==> src/rtl/serial_addsub.sv <==
// Digit-serial adder/subtractor: DIGIT bits per clock, LSB first, start/busy/done handshake.
// Optional abort input enabled by defining SERIAL_ADDSUB_ABORT_EN.
module serial_addsub #(
  parameter int WIDTH = 32,
  parameter int DIGIT = 1
) (
  input  logic             clk,
  input  logic             reset,
  input  logic             start,
`ifdef SERIAL_ADDSUB_ABORT_EN
  input  logic             abort,
`endif
  input  logic             mode,
  input  logic [WIDTH-1:0] a,
  input  logic [WIDTH-1:0] b,
  input  logic             cin,
  output logic [WIDTH-1:0] result,
  output logic             cout,
  output logic             overflow,
  output logic             busy,
  output logic             done
);

  localparam int STEPS = WIDTH / DIGIT;
  localparam int CW    = (STEPS > 1) ? $clog2(STEPS) : 1;

  typedef enum logic [1:0] {S_IDLE, S_RUN, S_DONE} state_t;

  state_t             r_state;
  state_t             w_state_next;
  logic [WIDTH-1:0]   r_a_sr;
  logic [WIDTH-1:0]   r_b_sr;
  logic [WIDTH-1:0]   r_r_sr;
  logic               r_carry;
  logic               r_mode;
  logic [CW-1:0]      r_count;
  logic [WIDTH-1:0]   r_result;
  logic               r_cout;
  logic               r_overflow;

  logic               w_abort;
  logic               w_accept;
  logic               w_last;
  logic [DIGIT-1:0]   w_sum;
  logic [DIGIT:0]     w_c;
  logic [WIDTH+DIGIT-1:0] w_r_cat;
  logic [WIDTH-1:0]   w_r_next;

`ifdef SERIAL_ADDSUB_ABORT_EN
  assign w_abort = abort;
`else
  assign w_abort = 1'b0;
`endif

  assign w_last = (r_count == CW'(STEPS - 1));

  // Ripple carry across one digit; w_c[DIGIT-1] is the carry into the MSB on the last step.
  always_comb begin
    w_sum  = '0;
    w_c    = '0;
    w_c[0] = r_carry;
    for (int i = 0; i < DIGIT; i++) begin
      w_sum[i]  = r_a_sr[i] ^ r_b_sr[i] ^ w_c[i];
      w_c[i+1]  = (r_a_sr[i] & r_b_sr[i]) | (r_a_sr[i] & w_c[i]) | (r_b_sr[i] & w_c[i]);
    end
  end

  // Sum digits enter from the MSB side so the first digit ends up at bit 0.
  assign w_r_cat  = {w_sum, r_r_sr};
  assign w_r_next = w_r_cat[WIDTH+DIGIT-1:DIGIT];

  always_comb begin
    w_state_next = r_state;
    w_accept     = 1'b0;
    case (r_state)
      S_IDLE, S_DONE: begin
        if (start && !w_abort) begin
          w_accept     = 1'b1;
          w_state_next = S_RUN;
        end else begin
          w_state_next = S_IDLE;
        end
      end
      S_RUN: begin
        if (w_abort)     w_state_next = S_IDLE;
        else if (w_last) w_state_next = S_DONE;
      end
      default: w_state_next = S_IDLE;
    endcase
  end

  always_ff @(posedge clk) begin
    if (reset) begin
      r_state    <= S_IDLE;
      r_a_sr     <= '0;
      r_b_sr     <= '0;
      r_r_sr     <= '0;
      r_carry    <= 1'b0;
      r_mode     <= 1'b0;
      r_count    <= '0;
      r_result   <= '0;
      r_cout     <= 1'b0;
      r_overflow <= 1'b0;
    end else begin
      r_state <= w_state_next;
      if (w_accept) begin
        // Subtraction is a + ~b + ~borrow on the same adder.
        r_a_sr  <= a;
        r_b_sr  <= mode ? ~b : b;
        r_carry <= mode ? ~cin : cin;
        r_mode  <= mode;
        r_r_sr  <= '0;
        r_count <= '0;
      end else if (r_state == S_RUN && !w_abort) begin
        r_a_sr  <= r_a_sr >> DIGIT;
        r_b_sr  <= r_b_sr >> DIGIT;
        r_r_sr  <= w_r_next;
        r_carry <= w_c[DIGIT];
        r_count <= r_count + CW'(1);
        if (w_last) begin
          r_result   <= w_r_next;
          r_cout     <= r_mode ? ~w_c[DIGIT] : w_c[DIGIT];
          r_overflow <= w_c[DIGIT-1] ^ w_c[DIGIT];
        end
      end
    end
  end

  assign result   = r_result;
  assign cout     = r_cout;
  assign overflow = r_overflow;
  assign busy     = (r_state == S_RUN);
  assign done     = (r_state == S_DONE);

endmodule

==> config.mk <==
export PLATFORM = sky130hd
export DESIGN_NAME = serial_addsub
export DESIGN_NICKNAME = d
export VERILOG_FILES = /design/src/rtl/serial_addsub.sv
export SDC_FILE = /design/constraint.sdc
export NUM_CORES = 1
export LEC_CHECK = 0
export CAP_MARGIN = 5
export CORE_UTILIZATION = 45
export CTS_CLUSTER_DIAMETER = 200
export DETAILED_ROUTE_END_ITERATION = 12
export DONT_BUFFER_PORTS = 1
export PLACE_DENSITY = 0.65
export SYNTH_ARGS = -nofsm -noshare
export SYNTH_HDL_FRONTEND = slang
export SYNTH_SLANG_ARGS = --single-unit
export TNS_END_PERCENT = 100
==> constraint.sdc <==
create_clock -name clk -period 4.6 [get_ports clk]
set_clock_uncertainty 0.15 [all_clocks]
set_input_delay 0.92 -clock clk [delete_from_list [all_inputs] [get_ports clk]]
set_output_delay 0.92 -clock clk [all_outputs]
set_load 0.005 [all_outputs]
# --- Yosys cells after proc, flatten, opt, wreduce, memory -nomap -nowiden ---
# Index checks and enable logic that the tools add are counted.
word_totals:
  inputBits: 69
  regBits: 139
classes:
  n_addsub: 1
  eq_ne: 4
  n_bitwise: 12
  n_reduce_logical: 5
  mux: 14
op_table:
  columns: ["op", "count"]
  rows:
  - ["2-to-1 mux 32 bit", 5]
  - ["NOT 32 bit", 1]
  - ["2-to-1 mux 1 bit", 7]
  - ["adder 5 x 1 -> 5 bit (second input constant)", 1]
  - ["== test 5 bit (second input constant)", 1]
  - ["case mux 2 bit (2 select lines)", 1]
  - ["OR reduction 2 bit", 2]
  - ["bitwise AND 1 bit", 3]
  - ["NOT 1 bit", 3]
  - ["AND reduction 3 bit", 1]
  - ["XOR 1 bit", 3]
  - ["== test 2 x 1 -> 1 bit (second input constant)", 1]
  - ["== test 2 bit (second input constant)", 1]
  - ["zero test 2 bit", 1]
  - ["2-to-1 mux 2 bit", 1]
  - ["!= test 2 x 1 -> 1 bit (second input constant)", 1]
  - ["OR 1 bit", 2]
  - ["nonzero test 2 bit", 1]

# --- Longest topological paths before layout ---
# Gate-level depths: netlist (run 1).
logic_depth:
  ltp_word: 5
  mapped_depth: 8
  depth_no_buf: 6

# --- Least setup slack after synthesis (run 1) ---
# Ideal clock, no wire load.
synth_path:
  path_type: "input-to-reg"
  from: "input reset"
  to: "register r_b_sr[0]"
  required_ps: 4309
  slack_ps: 2682
  stages: 3
  path_buffers: 2
  t_arrival_ps: 1627
  cell_sequence: "clkbuf_1 clkbuf_1 nor3_2"
synth_rtl:
  columns: ["item", "line", "source"]
  rows:
  - ["start: declaration", "8", "input logic reset,"]
  - ["end signal: assignment", "109", "r_b_sr <= mode ? ~b : b;"]
  - ["end signal: assignment", "116", "r_b_sr <= r_b_sr >> DIGIT;"]
  - ["end: declaration", "32", "logic [WIDTH-1:0] r_b_sr;"]
# No word-level cell between the ends.

# --- Worst setup path in the final report (run 1) ---
layout_path:
  from: "register r_state[0]"
  to: "output busy"
layout_between:
  elab_chain_len: 1
layout_rtl:
  columns: ["item", "line", "source"]
  rows:
  - ["start: declaration", "29", "state_t r_state;"]
  - ["start signal: assignment", "105", "r_state <= w_state_next;"]
  - ["== test 2 x 1 -> 1 bit", "132", "assign busy = (r_state == S_RUN);"]
  - ["end: declaration", "20", "output logic busy,"]
# No other way between the ends.

==> out/qor.csv, run 1 <==
metric;value;unit
drtAntennaViolNets;0;
top_layer_used;met4;
grt_first_pass_wirelength;19500;um
maxCapViolCount;0;
antenna_found_initial;0;
finalCriticalPeriod;2.72;ns
synthMostInstantiatedCell;nand2_1;
clk_latency;0.42;ns
setup_tns;0;ns
tritoncts;built;
cp_max_fo;60;
cp_top_family;flip-flops;
fp.dieH;114;um
grt_pass1_vias;4140;
initial_core_util;0.467;
setup_violations;0;
grt-ovfl-total;0;
rrSetupSlack;2.19;ns
synth.area.top_cells;dfxtp_1, nand2_1, a21oi_1;
ys_top_cells_by_count;nand2_1, dfxtp_1, a21oi_1;
slowest_stage;dfxtp_1;
ys_seq_area_frac;0.487;
hold_violations;0;
yosysTopAreaCell;dfxtp_1;
drive_gt1_frac;0.114;
hold_path.class;reg2reg;
n_antenna_cell;0;
crit_type;reg2out;
endpoint_kind;output pin;
fin_nets;706;
rsz0062_at_grt;no;
finalWirelength;11800;um
wl_met3;651;um
clockPowerShare;0.487;
hp-start;r_r_sr[1];
drc;0;
drt_iter0_markers;265;
relSlewSlack;0.256;
cp.arrival;1.65;ns
start_kind;flop;
critPathBufInv;1;
synthArstFlopShare;0;
synthesis.nets;743;
worstHoldEndpoint;r_r_sr[1];
yosys_register_bits;138;
irDropWorstVdd;221;uV
root_buffer;clkbuf_16;
track_usage;0.190;
via_per_inst;5.48;
grt_max_degree;102;
rr_startpoint;r_state[0];
fin_util;0.515;
period_share;0.592;
critPathRequiredTime;3.53;ns
wl_per_cell;14.5;um
place.gp.congestion;0.753;
core_area;12200;um2
postCtsSetupBuffers;0;
num_rows;40;
synth_cells;671;
yosysUniqueCellTypes;32;
synth-main-ff-cell;dfxtp_1;
power.share.combinational;0.082;
powerDensity;479;nW/um2
die_w;114;um
crit_chain;nand2b_4 > clkinv_2;
p_int;2.32;mW
port_buffers;0;
dp_cells;783;
swShare;0.229;
ys_warn_count;0;
syn_avg_cell_area;8.46;um2
cpPeakStageDelay;0.57;ns
clock.fmax;0.367;GHz
reg2reg_to;r_r_sr[3];
power_leakage;2.10;nW
whs_path_depth;2;
hold_buffers;0;
wl_met1;5260;um
drv_slew;0;
dpl.hpwl;7030;um
clock_sinks;138;
status;finished, final reports clean;
power.net_switching;687;uW
first_pass_iters;5;
reg2regPathDepth;3;
ios;105;
clk_pin_slew_worst_paths;0.06;ns
cts_resized;0;
critPathLaunch;r_state[0];
area_growth;10.3;%
worstMarginPinSlew;1.11;ns
synth_edf_count;0;
syn_area;5680;um2
synth_top_area_frac;0.487;
fin_hold_ws;0.304;ns
numCtsBuffers;17;
final_cells;815;
clockBufferDepth;2;
htreeDepth;4;
met2_wirelength;5600;um
route.vias.total;4465;
seqPwrFrac;0.430;
die-area;13100;um2
-- power groups by stage --
stage               clock network, mW  logic, mW  registers (mW)
floorplan                           0      0.244            1.31
global placement                    0      0.240            1.31
detailed placement                  0      0.249            1.32
CTS                              1.49      0.249            1.29
global route                     1.55      0.278            1.30
finish                           1.46      0.248            1.29
-- worst max-delay path by stage --
stage                      end  cells after the start
global placement    r_r_sr[28]                      3
floorplan            r_b_sr[0]                      3
detailed placement  r_r_sr[16]                      3
global route              busy                      2
finish                    busy                      2
CTS                       busy                      2
-- cell type report --
type	instances	area, um2
fillers	1158	5900
flip-flops and latches	138	2760
multi-input cells	470	2600
clock buffers	21	480
well taps	168	210
clock inverters	11	166
repair buffers	5	37.5
inverters	2	8.76
-- cell families after synthesis --
family,count (synthesis),synth area share
flip-flops,138,0.487
AO/OA/AOI/OAI,157,0.155
AND/OR/NAND/NOR,273,0.235
buffers and inverters,63,0.0588
XOR/XNOR,37,0.0571
adder cells (fa/ha/maj),3,0.00793
-- flip-flops by register name (all words and copies together), names as in the netlist --
name      cells
overflow      1
cout          1
r_mode        1
r_a_sr       32
r_b_sr       32
r_r_sr       31
r_count       5
r_carry       1
result       32
r_state       2
-- tightest hold or removal path, delay by kind of cell, from the launching register on --
family,cells,cell delay (ns)
compound gates,1,0.05
flops,1,0.31
simple gates,1,0.05
-- placed cells by master (no fill, tap or decap), types with 2 or more instances in the layout --
cell type and count:
nand3b_1 2, o22ai_1 42, ha_1 2, nor3_1 52, a22oi_1 6, dfxtp_1 138, bufinv_16 4, xor2_1 34
nor2_1 6, nand2_1 164, o21ai_1 5, nand3_1 9, xnor2_1 3, clkinv_2 4, a31oi_1 15, a211oi_1 2
nor3_2 32, clkbuf_16 17, clkinvlp_4 3, buf_4 5, a21oi_1 75, clkbuf_8 4, o21ai_0 11
-- per-stage QoR --
stage	instance area (um2)	power, mW	setup slack [ns]
2_1_floorplan	5680	1.55	2.68
3_3_place_gp	5620	1.55	2.09
3_5_place_dp	5620	1.57	2.02
4_1_cts	6260	3.03	1.84
5_1_grt	6260	3.12	1.75
6_report	6260	3.00	1.88
-- metal layers --
metal	GRT usage	vias up
met1	0.232	2092
met3	0.0646	25
met4	0.0935	0
met2	0.300	108
li1	-	2240
met5	0	-
No activity file was read; power rests on OpenSTA's default activity.
==> run 2: changes to the inputs <==
Settings changed: PLACE_DENSITY 0.65 to 0.67.
Clock period 4.6 ns to 2.23 ns, I/O delays scaled along.
==> run 2 against run 1 <==
Power increased by 97%. Critical endpoint is now r_a_sr[31]. Highest routed layer unchanged. Combinational power grew to 2.5 times the previous value. Register-to-register slack worse by 2.0 ns. Flip-flop and latch count did not move. Cell count grew 3.6%. Hold slack lost 0.21 ns. Global-route usage is 0.099 points lower. Sequential share of layout area is 1.9 points lower. Sequential power increased by 110%. Largest cell class unchanged.
==> out/qor.csv, run 2 (synthesis results as in run 1) <==
metric;value;unit;change
rsz0062_at_grt;no;;
drtAntennaViolNets;0;;unchanged
setup_violations;0;;unchanged
worstMarginPinSlew;0.670;ns;-0.443 ns
regArea;2760;um2;about the same
area_growth;15.2;%;
via_per_inst;5.36;;-2.2%
layout_setup_ws;0.151;ns;-1.72 ns
numCtsBuffers;17;;unchanged
n_antenna_cell;0;;unchanged
status;finished, final reports clean;;
grt_max_degree;102;;unchanged
antenna_found_initial;0;;unchanged
clock_sinks;138;;unchanged
drt_iter0_markers;268;;+1.1%
final_cells;844;;+3.6%
drv_slew;0;;unchanged
grt_first_pass_wirelength;19500;um;-0.10%
maxCapViolCount;0;;unchanged
root_buffer;clkbuf_16;;
die-area;13100;um2;unchanged
port_buffers;0;;unchanged
tritoncts;built;;
drive_gt1_frac;0.115;;+0.00101
fin_nets;735;;+4.1%
multi_input_area;2600;um2;+0.19%
wl_met3;656;um;+0.77%
hold_violations;0;;unchanged
setup_tns;0;ns;unchanged
wl_met1;5410;um;+2.8%
finalWirelength;12000;um;+1.9%
htreeDepth;4;;unchanged
fp.dieH;114;um;unchanged
most-common-layout-cells;nand2_1, dfxtp_1, a21oi_1;;
dpl.hpwl;7120;um;+1.3%
layout_commonest_cell;nand2_1;;
top_layer_used;met4;;
clockBufferDepth;2;;unchanged
initial_core_util;0.467;;unchanged
first_pass_iters;5;;unchanged
relSlewSlack;0.552;;+0.295
place_ws;0.387;ns;-1.63 ns
crit_type;reg2reg;;
irDropWorstVdd;728;uV;+230%
core_area;12200;um2;unchanged
period_share;0.932;;
track_usage;0.189;;-0.000993
wl_per_cell;14.2;um;-1.6%
cp_max_fo;41;;-32%
cp.arrival;2.28;ns;+0.63 ns
grt_pass1_vias;4287;;+3.6%
critPathRequiredTime;2.43;ns;-1.10 ns
place.gp.congestion;0.704;;-6.4%
fin_area;6540;um2;+4.4%
drc;0;;unchanged
num_rows;40;;unchanged
route.vias.total;4522;;+1.3%
finalCriticalPeriod;2.08;ns;
endpoint_kind;flop;;
fin_hold_ws;0.0896;ns;-0.215 ns
fillers;1127;;-2.7%
clk_pin_slew_worst_paths;0.06;ns;about the same
die_w;114;um;unchanged
hold_path.class;in2reg;;
clk_latency;0.41;ns;about the same
grt-ovfl-total;0;;unchanged
fin_util;0.538;;+0.0228
ios;105;;unchanged
postCtsSetupBuffers;0;;unchanged
fin_total_pwr;5.91;mW;+97%
power_leakage;2.26;nW;+7.5%
placed_area;5700;um2;+1.6%
met2_wirelength;5840;um;+4.3%
dp_cells;788;;+0.64%
powerDensity;904;nW/um2;+89%
clock.fmax;0.481;GHz;
start_kind;flop;;
[run 2: worst paths after layout]
path / start / end / slack, ns / cells after the start
hold reg to reg: r_r_sr[1] / result[0] / 0.31 / 2
setup / recovery: r_state[0] / r_a_sr[31] / 0.15 / 5
setup reg to reg: r_state[0] / r_a_sr[31] / 0.15 / 5
hold / removal: a[29] / r_a_sr[29] / 0.09 / 2
[run 2: repair_timing]
item                                   CTS  global route
endpoints found under the hold margin   87            73
resized for setup                        0             5
setup endpoints to repair                0            11
hold buffers                            14            10
[run 2: report_power, final]
part / internal (mW) / switching, mW / total [mW] / leakage, nW
registers: 2.59 / 0.0720 / 2.67 / 1.13
logic: 0.278 / 0.349 / 0.627 / 0.860
clock network: 1.64 / 0.977 / 2.62 / 0.273
total: 4.52 / 1.40 / 5.91 / 2.26
[run 2: cell type report]
class                           instances  area share
Tap cell                              168      0.0321
Sequential cell                       138       0.423
Timing Repair Buffer                   34      0.0603
Inverter                                2     0.00153
Clock buffer                           25      0.0757
Multi-Input combinational cell        470       0.398
Clock inverter                          7     0.00995
[run 2: per-layer routing]
layer,GRT usage,vias up
met5,0,-
met3,0.0736,10
met4,0.0736,0
li1,-,2293
met1,0.214,2134
met2,0.320,85
[run 2: critical path, stage by stage (launching register included)]
cell and delay (ns):
dfxtp_2 0.44, nand2b_2 0.22, buf_4 0.36, nand3_1 0.12, a21oi_1 0.17, dlygate4sd3_1 0.56
==> run 3: changes to the inputs <==
Settings changed: SLEW_MARGIN set to 10.
==> results of run 3 <==
Same layout as run 2: the final DEF is identical, and so are final timing and power.
